===== src/rtl/sw_debounce.sv =====
// Per-bit 2-FF synchroniser + counter debouncer for raw switch inputs; level accepted DEBOUNCE_CYCLES+1 edges after first sample.
// No backpressure: outputs are free-running registered levels and one-cycle edge pulses.
module sw_debounce #(
  parameter int WIDTH           = 4,
  parameter int DEBOUNCE_CYCLES = 1250000,
  parameter int CNT_W           = 21
) (
  input  logic             clk,
  input  logic             rst_n,
  input  logic [WIDTH-1:0] sw_in,
  output logic [WIDTH-1:0] sw_db,
  output logic [WIDTH-1:0] sw_rise,
  output logic [WIDTH-1:0] sw_fall,
  output logic             sw_changed
);

  localparam logic [CNT_W-1:0] CNT_MAX = CNT_W'(DEBOUNCE_CYCLES - 1);

  logic [WIDTH-1:0]            s1_q, s1_d;
  logic [WIDTH-1:0]            s2_q, s2_d;
  logic [WIDTH-1:0]            sw_db_q, sw_db_d;
  logic [WIDTH-1:0]            sw_rise_q, sw_rise_d;
  logic [WIDTH-1:0]            sw_fall_q, sw_fall_d;
  logic                        sw_changed_q, sw_changed_d;
  logic [WIDTH-1:0][CNT_W-1:0] cnt_q, cnt_d;

  always_comb begin
    s1_d      = sw_in;
    s2_d      = s1_q;
    sw_db_d   = sw_db_q;
    sw_rise_d = '0;
    sw_fall_d = '0;
    cnt_d     = '0;
    for (int i = 0; i < WIDTH; i++) begin
      // Counter only runs while the synchronised level disagrees with the accepted one;
      // any agreement (glitch back) leaves it at zero.
      if (s2_q[i] != sw_db_q[i]) begin
        if (cnt_q[i] == CNT_MAX) begin
          sw_db_d[i]   = s2_q[i];
          sw_rise_d[i] = s2_q[i];
          sw_fall_d[i] = ~s2_q[i];
        end else begin
          cnt_d[i] = cnt_q[i] + CNT_W'(1);
        end
      end
    end
    sw_changed_d = |(sw_rise_d | sw_fall_d);
  end

  always_ff @(posedge clk or negedge rst_n) begin
    if (!rst_n) begin
      s1_q         <= '0;
      s2_q         <= '0;
      sw_db_q      <= '0;
      sw_rise_q    <= '0;
      sw_fall_q    <= '0;
      sw_changed_q <= 1'b0;
      cnt_q        <= '0;
    end else begin
      s1_q         <= s1_d;
      s2_q         <= s2_d;
      sw_db_q      <= sw_db_d;
      sw_rise_q    <= sw_rise_d;
      sw_fall_q    <= sw_fall_d;
      sw_changed_q <= sw_changed_d;
      cnt_q        <= cnt_d;
    end
  end

  assign sw_db      = sw_db_q;
  assign sw_rise    = sw_rise_q;
  assign sw_fall    = sw_fall_q;
  assign sw_changed = sw_changed_q;

endmodule


===== config.mk =====
export PLATFORM = sky130hd
export DESIGN_NAME = sw_debounce
export DESIGN_NICKNAME = d
export VERILOG_FILES = /design/src/rtl/sw_debounce.sv
export SDC_FILE = /design/constraint.sdc
export NUM_CORES = 1
export LEC_CHECK = 0
export CORE_MARGIN = 10
export CORE_UTILIZATION = 55
export CTS_CLUSTER_DIAMETER = 40
export DETAILED_ROUTE_END_ITERATION = 10
export GPL_TIMING_DRIVEN = 0
export PLACE_DENSITY = 0.82
export SKIP_LAST_GASP = 1
export SLEW_MARGIN = 25
export SYNTH_ARGS = -nofsm -noshare
export SYNTH_HDL_FRONTEND = slang
export SYNTH_SLANG_ARGS = --single-unit

===== constraint.sdc =====
create_clock -name clk -period 2.5 [get_ports clk]
set_input_delay 0.375 -clock clk [delete_from_list [all_inputs] [get_ports clk]]
set_output_delay 0.375 -clock clk [all_outputs]
set_load 0.05 [all_outputs]

==> summary.md <==
| Metric | Value |
|---|---|
| Reg2reg setup slack | 280 ps |
| Clock Pin Slew Worst Setup and Hold Paths | 100 ps |
| Drt first pass iters | 4 |
| Commonest non-fill, non-tap cell in the layout | dfrtp_1 |
| Root Driver | clkbuf_8 |
| Area growth syn-to-layout | 11.27% |
| Number of synthesized flops with an enable pin | 0 |
| CTS Hold Buffers Added | 1 |
| Place WS | 360.4 ps |
| RSZ-0062 raised after global routing | no |
| # rows | 33 |
| Layout cell share with drive strength beyond 1 | 0.06426 |
| Post-Syn Area | between 4000 and 5000 µm² |
| Commonest cells after routing, fill and taps aside | dfrtp_1 (105), nor2_1 (98), xor2_1 (50) |
| Power density cells | 534.8 nW/µm² |
| DP HPWL | 5968 µm |
| Synth Warn # | 0 |
| Die Width | between 100 and 150 µm |
| Post-DR vias/cell | 5.537 |
| Setup Skew | ~9.3 ps |
| Switching power | between 0.6 and 0.7 mW |
| Combinational share of power | 0.036 |
| Vias in the first global route | ~3200 |
| Max frequency | between 0.4 and 0.5 GHz |
| Max_slew headroom | 0.3654 |
| First-pass GRT wire length | roughly 15000 µm |
| Finished Layout Cells | between 600 and 700 |
| Placed cells | approximately 590 |
| FF-to-FF End | cnt_q[20]$_DFF_PN0_ |
| Worst hold path cell count | 0 |
| Initial antenna violation count | 0 |
| H-tree depth | 3 |
| Post-DRT Antenna Nets | 0 |
| Sequential power share | 0.615 |
| Clock share of power | 0.349 |
| Type of the worst setup path | flip-flop to flip-flop |
| WHS Endpoint | s2_q[3]$_DFF_PN0_ |
| Synth top area cells | dfrtp_1 (55%), xor2_1 (9.2%), nor2_1 (7.7%) |
| Peak VDD IR | 0.2659 mV |
| Tmin final | 2220 ps |
| Grt total ovfl | 0 |
| I/O Buffers | 18 |
| Largest area contributor in the netlist | dfrtp_1 |
| Leakage power total | ~2.3 nW |
| GRT Util Overall | 0.1378 |
| Max-Cap Viols | 0 |
| Initial core utilization | 0.5736 |
| Number of distinct library cells after synthesis | 28 |
| Worst-Margin Slew | about 940 ps |
| Final GP Congestion | between 0.8 and 0.9 |
| Post-route setup slack | roughly 280 ps |
| Core footprint | between 8000 and 9000 µm² |
| CTS resizes | 0 |
| Routed wire length | roughly 8500 µm |
| Cell-internal power | roughly 2.2 mW |
| Clock buffer depth | 2 |
| Status | completed |
| Register area share after synthesis | 0.5519 |
| Final worst-path cycle share | 0.8878 |
| Largest net degree at the start of global routing | 54 |
| Nets | 503 |
| Diodes inserted | 0 |
| Max-slew violations | 0 |
| Vias | 3339 |
| CP startpoint kind | flip-flop |
| Drt wl/cell | 14.04 µm |
| Reg2Reg Launch Point | cnt_q[0]$_DFF_PN0_ |
| Synth Net Count | around 470 |
| Die Ht | roughly 110 µm |
| Post-CTS Setup Repair Bufs | 0 |
| Share of the synthesized area in the top cell type | 0.5519 |
| Final setup violation count | 0 |
| Crit path max fanout | 5 |
| Hold Vio Cnt, Final | 0 |
| CTS tree | yes |
| DRC | 0 |
| # clock sinks | 105 |
| DR iter-0 viols | ~120 |
| Crit path arrival time | approximately 2500 ps |
| CP required | around 2800 ps |
| Yosys reg bits | 105 |
| Most used DFF post-synth | dfrtp_1 |
| Worst-skew pair later-pin latency | between 300 and 400 ps |
| Critical Path End Type | flip-flop |
| DIE AREA | between 10000 and 15000 µm² |
| Mapped Cells | approximately 460 |
| I/O pin total | 19 |
| Sw Ratio | 0.2385 |
| Number of buffers created by CTS | 9 |
| Min-Delay Path Class | flip-flop to flip-flop |
| Async SR Flop Fraction | 1.000 |
| Avg Cell Area, Syn | 10.30 µm² |
| Final Power | 2.833 mW |
| Worst Min Path Start | s1_q[3]$_DFF_PN0_ |
| R2R depth | 6 |
-- cells by family (layout without fill, tap and decap cells) --
group / count (synthesis) / after routing / share of synthesized area
fa+ha+maj: 4 / 4 / 0.01051
compound gates: 2 / 2 / 0.003680
simple gates: 250 / 250 / 0.2586
xor+xnor: 80 / 80 / 0.1472
buf+inv: 17 / 53 / 0.01787
flops: 105 / 105 / 0.5519
mux: 4 / 4 / 0.01025
-- synth_stat cells, types with 2 or more instances --
cell type,n
mux2_2,3
inv_1,6
dfrtp_1,105
and3_1,10
xnor2_1,30
nand2_1,33
nand3_1,32
nor2_1,98
buf_4,4
nor4_1,13
nor2b_1,2
xor2_1,50
ha_1,4
nor3b_1,8
buf_2,5
nor4b_1,9
and4_1,2
nor3_1,8
and2_1,3
or4_1,3
clkbuf_1,2
nand4_1,25
or3_1,2
-- power groups by stage --
| stage | Combinational, mW | Clock [mW] | Sequential [mW] |
|---|---|---|---|
| global route | 0.120 | 1.09 | 1.75 |
| detailed placement | 0.105 | 0 | 1.77 |
| CTS | 0.107 | 1.02 | 1.74 |
| finish | 0.103 | 0.988 | 1.74 |
| global placement | 0.0963 | 0 | 1.77 |
| floorplan | 0.0456 | 0 | 1.77 |
-- worst max path at each step --
stage          slack [ps]  cells past startpoint                start                   end
3_5_place_dp          360                      6  cnt_q[76]$_DFF_PN0_   cnt_q[70]$_DFF_PN0_
2_1_floorplan         690                      5  cnt_q[25]$_DFF_PN0_  sw_db[1]$_DFFE_PN0P_
4_1_cts               330                      6   cnt_q[0]$_DFF_PN0_   cnt_q[20]$_DFF_PN0_
5_1_grt               100                      6   cnt_q[0]$_DFF_PN0_   cnt_q[20]$_DFF_PN0_
3_3_place_gp        -2730                      1                rst_n   cnt_q[54]$_DFF_PN0_
6_report              280                      6   cnt_q[0]$_DFF_PN0_   cnt_q[20]$_DFF_PN0_
-- critical path, stage by stage (launching register included) --
cell,delay (ps)
dfrtp_1,410
ha_1,220
nand3_1,200
nor4_1,860
nand4_1,200
xor2_1,180
nor2_1,80
-- per-layer routing --
metal / vias to the layer above / GRT usage / share of wire
li1: 1627 / - / -
met3: 7 / 0.04068 / 0.041
met1: 1662 / 0.1780 / 0.47
met4: 0 / 0.03215 / 0.0078
met5: - / 0 / 0
met2: 43 / 0.2227 / 0.48
-- per-stage QoR --
stage | area [µm²] | util | setup TNS [ps] | hold slack, ps
after detailed placement | 5101 | 0.6147 | 0 | 337.1
final | 5298 | 0.6383 | 0 | 360.2
after global routing | 5298 | 0.6383 | 0 | 373.4
after global placement | 5072 | 0.6112 | -286190 | 332.8
after floorplan | 4761 | - | 0 | 79.41
after CTS | 5298 | 0.6383 | 0 | 360.7
-- cell type report --
class | count | area (µm²)
Sequential cell | 105 | 2628
Tap cell | 105 | 131.4
Timing Repair Buffer | 20 | 219.0
Buffer | 11 | 62.56
Multi-Input combinational cell | 340 | 2048
Clock inverter | 6 | 48.80
Fill cell | 658 | 3002
Clock buffer | 10 | 137.6
Inverter | 6 | 22.52
-- registers in the layout (all words and copies together) (netlist names) --
name and cells:
cnt_q 84, sw_db 4, sw_changed 1, sw_rise 4, s2_q 4, s1_q 4
sw_fall 4
Note: power is estimated with default switching activity, not from simulation.
